<file path="config.mk">
export PLATFORM = sky130hd
export DESIGN_NAME = cpu_fetch_ctrl
export DESIGN_NICKNAME = d
export VERILOG_FILES = /design/src/rtl/cpu_fetch_ctrl.sv
export SDC_FILE = /design/constraint.sdc
export NUM_CORES = 1
export LEC_CHECK = 0
export ABC_AREA = 1
export CORE_MARGIN = 4
export CORE_UTILIZATION = 45
export CTS_CLUSTER_DIAMETER = 120
export DETAILED_ROUTE_END_ITERATION = 16
export PLACE_DENSITY = 0.68
export SLEW_MARGIN = 20
export SYNTH_ARGS = -nofsm -noshare
export SYNTH_HDL_FRONTEND = slang
export SYNTH_SLANG_ARGS = --single-unit
</file>
<file path="constraint.sdc">
create_clock -name i_clk -period 5.55 [get_ports i_clk]
set_clock_uncertainty 0.1 [all_clocks]
set_input_delay 0.555 -clock i_clk [delete_from_list [all_inputs] [get_ports i_clk]]
set_output_delay 0.555 -clock i_clk [all_outputs]
set_load 0.02 [all_outputs]
</file>
<file path="src/rtl/cpu_fetch_ctrl.sv">
// rtl/cpu_fetch_ctrl.sv - MiniCPU fetch/decode/execute controller driving a combinational ROM.
// Optional HALT opcode (1111) is enabled by defining MINICPU_HALT_EN.
module cpu_fetch_ctrl #(
  parameter int AW = 4,
  parameter int DW = 8
) (
  input  logic          i_clk,
  input  logic          i_rst,
  input  logic          i_run,
  output logic [AW-1:0] o_addr,
  input  logic [7:0]    i_instr,
  output logic [DW-1:0] o_out_data,
  output logic          o_out_valid,
  output logic [DW-1:0] o_reg_a,
  output logic          o_carry,
  output logic          o_halted
);

  typedef enum logic [1:0] {
    ST_FETCH  = 2'd0,
    ST_DECODE = 2'd1,
    ST_EXEC   = 2'd2
`ifdef MINICPU_HALT_EN
    ,ST_HALT  = 2'd3
`endif
  } state_t;

  localparam logic [3:0] OP_LDA  = 4'b0001;
  localparam logic [3:0] OP_LDB  = 4'b0010;
  localparam logic [3:0] OP_ADD  = 4'b0100;
  localparam logic [3:0] OP_AND  = 4'b0101;
  localparam logic [3:0] OP_SUB  = 4'b0110;
  localparam logic [3:0] OP_OR   = 4'b0111;
  localparam logic [3:0] OP_STB  = 4'b1000;
  localparam logic [3:0] OP_STA  = 4'b1100;
`ifdef MINICPU_HALT_EN
  localparam logic [3:0] OP_HALT = 4'b1111;
`endif

  state_t        r_state;
  state_t        w_next_state;
  logic [AW-1:0] r_pc;
  logic [7:0]    r_ir;
  logic [3:0]    r_op;
  logic [3:0]    r_imm;
  logic [DW-1:0] r_a;
  logic [DW-1:0] r_b;
  logic          r_carry;
  logic [DW-1:0] r_out_data;
  logic          r_out_valid;

  logic          w_ir_load;
  logic          w_decode;
  logic          w_exec;
  logic [DW-1:0] w_imm_ext;
  logic [DW:0]   w_sum;
  logic [DW:0]   w_diff;

  assign w_imm_ext = {{(DW-4){1'b0}}, r_imm};
  // The extra top bit of the widened difference is the borrow (A < B).
  assign w_sum     = {1'b0, r_a} + {1'b0, r_b};
  assign w_diff    = {1'b0, r_a} - {1'b0, r_b};

  always_ff @(posedge i_clk) begin
    if (i_rst) begin
      r_state <= ST_FETCH;
    end else begin
      r_state <= w_next_state;
    end
  end

  always_comb begin
    w_next_state = r_state;
    w_ir_load    = 1'b0;
    w_decode     = 1'b0;
    w_exec       = 1'b0;
    case (r_state)
      ST_FETCH: begin
        if (i_run) begin
          w_ir_load    = 1'b1;
          w_next_state = ST_DECODE;
        end
      end
      ST_DECODE: begin
        w_decode     = 1'b1;
        w_next_state = ST_EXEC;
      end
      ST_EXEC: begin
        w_exec       = 1'b1;
        w_next_state = ST_FETCH;
`ifdef MINICPU_HALT_EN
        if (r_op == OP_HALT) begin
          w_next_state = ST_HALT;
        end
`endif
      end
`ifdef MINICPU_HALT_EN
      ST_HALT: begin
        w_next_state = ST_HALT;
      end
`endif
      default: begin
        w_next_state = ST_FETCH;
      end
    endcase
  end

  always_ff @(posedge i_clk) begin
    if (i_rst) begin
      r_pc        <= '0;
      r_ir        <= '0;
      r_op        <= '0;
      r_imm       <= '0;
      r_a         <= '0;
      r_b         <= '0;
      r_carry     <= 1'b0;
      r_out_data  <= '0;
      r_out_valid <= 1'b0;
    end else begin
      r_out_valid <= 1'b0;
      if (w_ir_load) begin
        r_ir <= i_instr;
      end
      if (w_decode) begin
        r_op  <= r_ir[7:4];
        r_imm <= r_ir[3:0];
        r_pc  <= r_pc + AW'(1);
      end
      if (w_exec) begin
        case (r_op)
          OP_LDA: r_a <= w_imm_ext;
          OP_LDB: r_b <= w_imm_ext;
          OP_ADD: begin
            r_a     <= w_sum[DW-1:0];
            r_carry <= w_sum[DW];
          end
          OP_SUB: begin
            r_a     <= w_diff[DW-1:0];
            r_carry <= w_diff[DW];
          end
          OP_OR:  r_a <= r_a | r_b;
          OP_AND: r_a <= r_a & r_b;
          OP_STA: begin
            r_out_data  <= r_a;
            r_out_valid <= 1'b1;
          end
          OP_STB: begin
            r_out_data  <= r_b;
            r_out_valid <= 1'b1;
          end
          default: begin
          end
        endcase
      end
    end
  end

  assign o_addr      = r_pc;
  assign o_out_data  = r_out_data;
  assign o_out_valid = r_out_valid;
  assign o_reg_a     = r_a;
  assign o_carry     = r_carry;
`ifdef MINICPU_HALT_EN
  assign o_halted    = (r_state == ST_HALT);
`else
  assign o_halted    = 1'b0;
`endif

endmodule

</file>
==> summary.txt, run 1 <==
Timing
  – Final setup vio count: 0
  – RSZ-0062 raised after global routing: false
  – Final Hold Fails: 0
  – Final setup margin: 3290 ps
  – Fin crit share: 40.8%
  – Worst slew pin tran: 740 ps
  – Highest clock rate: around 440 MHz
  – Slew HR: 50.5%
  – Min cycle time layout: 2260 ps
  – Fin. max-slew vios: 0
  – Final setup TNS: 0 ps

Detailed routing
  – Residual DRC count: 0
  – Iteration-0 DRC Markers: 96
  – Routed wire length: between 5 and 6 mm
  – Vias after detailed routing: roughly 2,200
  – DR vias/cell: 5.00
  – Antenna-violating nets left: 0
  – Pre-antenna DRT Iters: 4
  – Wire length per cell: approximately 12 microns

Clocking
  – CTS sink count: 44
  – CTS Hold Bufs: 0
  – Clock latency on the worst-skew pair: 290 ps
  – TritonCTS clock tree: built
  – H-tree depth: 2
  – CTS resizes: 0
  – CTS Buf Count: 5
  – Clock Tree Buf Depth: 2
  – Clk slew on worst S/H paths: 80 ps
  – Post-CTS Setup Inserts: 0
  – Clk Tree Root Cell: clkbuf_8

Synthesis
  – Register area share after synthesis: around 37%
  – Complex-gate fraction of the synthesized area: 16.8%
  – Xor/xnor share of the synthesized area: 0.730%
  – Synthesized area: roughly 2400 sq um
  – Dominant synthesized flop cell: dfxtp_1
  – Post-Syn Nets: 357
  – FFs w/ async S/R, synth: 0%
  – Distinct cell type count after synthesis: 33
  – Multiplexer share of the synthesized area: 0%
  – Ys Warns: 0
  – EDFF count, synth: 0
  – Synth Area in Adders: 8.44%
  – Simple-Gate Fraction of Synth Area: 28.7%
  – Cells after synthesis: 331
  – Avg Cell Area, Syn: 7.25 sq um
  – Flops & latches, synth: 44
  – Largest family of logic cells by synthesized area: simple AND/OR/NAND/NOR gates

Worst setup path
  – Worst Setup Start Kind: input pin
  – Critical path type: input pin to flop
  – Arrival time worst endpoint: 2350 ps
  – Critical path peak fanout: 27
  – CP required: ~5600 ps
  – R2R Setup Slk: 3450 ps
  – CP Capture Type: flop

Placed design
  – Final GP Congestion: approximately 0.85
  – Dpl cell area: 2780 sq um
  – Setup WS pre-CTS: a little under 3000 ps
  – Port-buffer cells: 32
  – DP Wirelength: 4.06 mm

Cells and area
  – Fillers: 523
  – Synth-to-Final Area Change: 20.6%
  – Design area: 2900 sq um
  – Share of layout cells above drive strength 1: 7.69%
  – Nets: 389
  – Reg area: between 800 and 900 sq um
  – Multi-input gate area: 1320 sq um
  – Antenna cell count: 0

Global routing
  – Pin count of the biggest net entering global routing: 28
  – Initial antenna violation count: 0
  – Vias in the first global route: 1,993
  – GR Overflow Total: 0
  – First-pass GRT wire length: about 9.1 mm
  – GRT Overall Usage: 17.5%

Power and ir drop
  – Switch Pwr: between 0.15 and 0.2 mW
  – Tot Pwr: approximately 0.66 mW
  – Flop pwr share: approximately half
  – Pwr Density: 228 nW/um^2
  – Logic pwr share: about a tenth
  – Power Internal: roughly 0.50 mW
  – Static Leak: 1.22 nW
  – Clock power share: approximately two fifths
  – Switching share of power: 24.6%
  – VDD IR-drop max: 0.000186 V

Floorplanning
  – Die span in y: 81.0 microns
  – Initial Utilization: between 40% and 50%
  – Die W: roughly 80 microns
  – Top-Level Pins: 34
  – Area of the core: 5140 sq um
  – Placement Rows: 26
  – Die ar.: 6570 sq um

Worst hold path
  – Worst Hold Class: flop to flop

Job
  – Maximum Capacitance Violations: 0

Outcome
  – Status: finished, final reports clean
-- cell type report --
cell class	count	share of cell area (%)
Multi-Input combinational cell	235	45.5
Sequential cell	44	30.4
Timing Repair Buffer	32	11.1
Inverter	45	5.83
Tap cell	70	3.02
Clock buffer	6	2.85
Clock inverter	2	1.34
-- stage by stage --
step,hold slack (ps),utilization [%],std cells
after floorplan,334,-,331
after global placement,357,54.0,426
after detailed placement,359,54.0,426
after CTS,371,56.4,434
after global routing,393,56.4,434
final,369,56.4,434
-- cell usage in the layout, fill, tap and decap left out, types with 2 or more instances in the layout --
cell type,instances
nor2_2,2
o21ai_0,28
nor3_1,2
o2111ai_1,5
a21oi_1,32
inv_1,39
nand3_1,28
ha_1,13
nor2_8,2
inv_2,5
fa_1,2
xor2_1,2
nand2_1,61
o31ai_1,4
clkbuf_8,6
clkdlybuf4s50_1,32
dfxtp_1,44
nand4_1,4
nand2_2,2
nor2_1,33
nor2_4,5
-- power by group through the flow --
stage / Clock, mW / Combinational [mW] / Sequential [mW]
finish: 0.258 / 0.0672 / 0.335
global route: 0.275 / 0.0764 / 0.337
CTS: 0.264 / 0.0674 / 0.335
detailed placement: 0 / 0.0670 / 0.343
global placement: 0 / 0.0666 / 0.342
floorplan: 0 / 0.0469 / 0.342
-- worst paths after layout --
kind,startpoint,endpoint,depth (start not counted)
max,i_rst,o_out_data[7]$_SDFFE_PP0P_,4
min,o_out_data[1]$_SDFFE_PP0P_,o_out_data[1]$_SDFFE_PP0P_,2
max reg2reg,o_reg_a[0]$_SDFFE_PP0P_,o_reg_a[6]$_SDFFE_PP0P_,13
min reg2reg,o_out_data[1]$_SDFFE_PP0P_,o_out_data[1]$_SDFFE_PP0P_,2
-- state kept, by name (all words and copies together) (netlist names) --
signal	flops
o_out_data	8
o_carry	1
r_b	4
r_ir	8
o_addr	4
o_reg_a	8
r_imm	4
r_state	2
o_out_valid	1
r_op	4
-- metal layers --
| layer | up-vias | GRT usage, % | share of wire, % |
|---|---|---|---|
| li1 | 1143 | - | - |
| met2 | 54 | 28.8 | 45 |
| met5 | - | 0 | 0 |
| met3 | 4 | 3.10 | 4.8 |
| met1 | 968 | 23.7 | 49 |
| met4 | 0 | 4.56 | 0.63 |
-- cell families (layout without fill, tap and decap cells) --
| kind of cell | count (synthesis) | count (layout) |
|---|---|---|
| flops | 44 | 44 |
| compound gates | 73 | 73 |
| xor+xnor | 2 | 2 |
| simple gates | 144 | 144 |
| other cells | 1 | 1 |
| fa+ha+maj | 15 | 15 |
| buf+inv | 52 | 85 |
-- critical path, cell delays in order --
cell and delay [ps]:
clkdlybuf4s50_1 950, inv_1 540, nand3_1 210, o31ai_1 80
-- synth_stat cells (all sizes together), types with 3 or more instances --
| master | count | area share, % |
|---|---|---|
| nand3 | 29 | 6.3 |
| dfxtp | 44 | 37 |
| o2111ai | 5 | 1.8 |
| nand2 | 64 | 11 |
| buf | 4 | 0.94 |
| nand4 | 4 | 1.0 |
| inv | 44 | 6.9 |
| o21ai | 29 | 6.2 |
| o31ai | 4 | 1.3 |
| ha | 13 | 6.8 |
| a21oi | 32 | 6.7 |
| clkbuf | 3 | 0.47 |
| nor2 | 42 | 9.7 |
Power figures use the tool's default switching activity.
==> run 2: changes to the inputs <==
--- a/config.mk
+++ b/config.mk
@@ -10,7 +10,7 @@
 export CORE_UTILIZATION = 45
 export CTS_CLUSTER_DIAMETER = 120
 export DETAILED_ROUTE_END_ITERATION = 16
-export PLACE_DENSITY = 0.68
+export PLACE_DENSITY = 0.7
 export SLEW_MARGIN = 20
 export SYNTH_ARGS = -nofsm -noshare
 export SYNTH_HDL_FRONTEND = slang
==> constraint.sdc (replaced) <==
create_clock -name i_clk -period 1.8 [get_ports i_clk]
set_clock_uncertainty 0.1 [all_clocks]
set_input_delay 0.18 -clock i_clk [delete_from_list [all_inputs] [get_ports i_clk]]
set_output_delay 0.18 -clock i_clk [all_outputs]
set_load 0.02 [all_outputs]
==> run 2 against run 1 <==
Compared with the run above: the run now ends with negative setup slack left; die area stayed put; setup slack worse by 3400 ps; final area is 9.9% higher; largest cell class unchanged.
==> summary.txt, run 2 (same netlist as run 1, synthesis figures left out) <==
Outcome
  – Status: finished with violations
  – Failing checks: negative setup slack

Floorplanning
  – Die W: 81.0 microns (unchanged)
  – Die ar.: 6570 sq um (unchanged)
  – Top-Level Pins: 34 (unchanged)
  – Area of the core: 5140 sq um (unchanged)
  – Initial Utilization: 46.7% (unchanged)
  – Die span in y: 81.0 microns (unchanged)
  – Placement Rows: 26 (unchanged)

Detailed routing
  – Iteration-0 DRC Markers: 207 (+120%)
  – Routed wire length: 6.39 mm (+18%)
  – Wire length per cell: 14.0 microns (+12%)
  – Residual DRC count: 0 (unchanged)
  – Pre-antenna DRT Iters: 4 (unchanged)
  – DR vias/cell: 5.11 (+2.3%)
  – Vias after detailed routing: 2,342 (+8.0%)
  – Antenna-violating nets left: 0 (unchanged)

Power and ir drop
  – VDD IR-drop max: 0.000445 V (+140%)
  – Pwr Density: 616 nW/um^2 (+170%)
  – Static Leak: 1.35 nW (+10%)
  – Tot Pwr: 1.96 mW (+200%)

Cells and area
  – Share of layout cells above drive strength 1: 22.4% (+15 points)
  – Non-filler cells, final: 458 (+5.5%)
  – Antenna cell count: 0 (unchanged)
  – Fin util: 61.9% (+5.6 points)
  – Nets: 413 (+6.2%)
  – Design area: 3180 sq um (+9.9%)
  – Synth-to-Final Area Change: 32.6%
  – Most frequent cells in the layout: nand2_1 (55), dfxtp_1 (37), nor2_1 (33)
  – Most common cell after layout, fill and taps aside: nand2_1

Clocking
  – TritonCTS clock tree: built
  – Clock Tree Buf Depth: 2 (unchanged)
  – Clk slew on worst S/H paths: 90 ps (about the same)
  – CTS Buf Count: 5 (unchanged)
  – CTS sink count: 44 (unchanged)
  – CTS Hold Bufs: 0 (unchanged)
  – Clock latency on the worst-skew pair: 290 ps (about the same)
  – H-tree depth: 2 (unchanged)
  – Clk Tree Root Cell: clkbuf_8

Job
  – Maximum Capacitance Violations: 0 (unchanged)

Placed design
  – Dpl cell area: 2930 sq um (+5.7%)
  – Final GP Congestion: 0.896 (+5.1%)
  – DP Wirelength: 4.33 mm (+6.6%)
  – Setup WS pre-CTS: -131 ps (-3070 ps)
  – Port-buffer cells: 32 (unchanged)
  – Placed insts: 446 (+4.7%)

Global routing
  – First-pass GRT wire length: 10.1 mm (+10%)
  – Vias in the first global route: 2,190 (+9.9%)
  – GR Overflow Total: 0 (unchanged)
  – Initial antenna violation count: 0 (unchanged)
  – Pin count of the biggest net entering global routing: 28 (unchanged)
  – GRT Overall Usage: 19.7% (+2.1 points)

Worst setup path
  – CP required: 1880 ps (-3750 ps)
  – Worst Setup Start Kind: flop
  – CP Capture Type: flop
  – Worst path slowest cell: dfxtp_4
  – Worst-path cell chain: inv_4, ha_4, inv_2, fa_2, or2_2, nand3_1, o2111ai_2, nand2_1, a21oi_1
  – Arrival time worst endpoint: 1940 ps (-410 ps)
  – Critical path peak fanout: 3 (-89%)
  – CP max stage delay: 380 ps (-570 ps)
  – Critical path type: flop to flop

Timing
  – Final Hold Fails: 0 (unchanged)
  – Final setup margin: -63.1 ps (-3350 ps)
  – Final setup TNS: -160 ps (-160 ps)
  – Hold WS: 365 ps (-3.90 ps)
  – Highest clock rate: 537 MHz
  – Final setup vio count: 3 (+3)
  – RSZ-0062 raised after global routing: true
  – Fin. max-slew vios: 0 (unchanged)
  – Fin crit share: 104%
  – Min cycle time layout: 1860 ps

Worst hold path
  – Worst Hold Class: input pin to flop
==> run 2: changes by cell type in the layout (fill, tap and decap cells not counted), moves of 3 or more <==
| cell | previous run | this run |
|---|---|---|
| buf_4 | 0 | 24 |
| nand2_1 | 61 | 55 |
| inv_2 | 5 | 13 |
| dfxtp_4 | 0 | 3 |
| dfxtp_2 | 0 | 4 |
| a21oi_1 | 32 | 27 |
| nand2_2 | 2 | 7 |
| a21oi_2 | 0 | 5 |
| ha_1 | 13 | 8 |
| inv_1 | 39 | 30 |
| ha_4 | 0 | 4 |
| o21ai_0 | 28 | 25 |
| dfxtp_1 | 44 | 37 |
==> run 2: layout make-up <==
type | instances | area (sq um)
multi-input cells | 235 | 1420
clock buffers | 7 | 97.6
flip-flops and latches | 44 | 897
well taps | 70 | 87.6
clock inverters | 1 | 5.00
repair buffers | 56 | 500
fillers | 508 | 1960
inverters | 45 | 171
==> run 2: repair_timing <==
action,4_1_cts,5_1_grt
gates resized for setup,16,24
setup buffers,3,1
pin swaps,3,3
setup endpoints to repair,4,8
==> run 2: metal layers <==
metal | GRT usage [%] | up-vias | share of wire (%)
met1 | 25.9 | 1051 | 46
met2 | 33.4 | 83 | 47
met4 | 5.07 | 0 | 1.4
met3 | 3.10 | 11 | 5.6
li1 | - | 1197 | -
met5 | 0 | - | 0
==> run 2: critical path: cells and delay by family, from the launching register on <==
family / cells / cell delay, ps
AND/OR/NAND/NOR: 3 / 540
adder cells (fa/ha/maj): 2 / 460
flip-flops: 1 / 380
AO/OA/AOI/OAI: 2 / 170
buffers and inverters: 2 / 110
==> run 2: worst paths after layout <==
| check | startpoint | endpoint | slack [ps] | depth (start not counted) |
|---|---|---|---|---|
| setup reg to reg | o_reg_a[0]$_SDFFE_PP0P_ | o_reg_a[2]$_SDFFE_PP0P_ | -60 | 9 |
| setup / recovery | o_reg_a[0]$_SDFFE_PP0P_ | o_reg_a[2]$_SDFFE_PP0P_ | -60 | 9 |
| hold / removal | i_instr[7] | r_ir[7]$_SDFFE_PP0P_ | 360 | 3 |
| hold reg to reg | r_imm[1]$_SDFFE_PP0N_ | r_imm[1]$_SDFFE_PP0N_ | 380 | 2 |
==> run 2: report_power, final <==
part	switching, mW	leakage (nW)	total, mW	internal [mW]
combinational	0.146	0.931	0.238	0.0918
clock	0.337	0.0534	0.694	0.356
sequential	0.0253	0.363	1.03	1.00
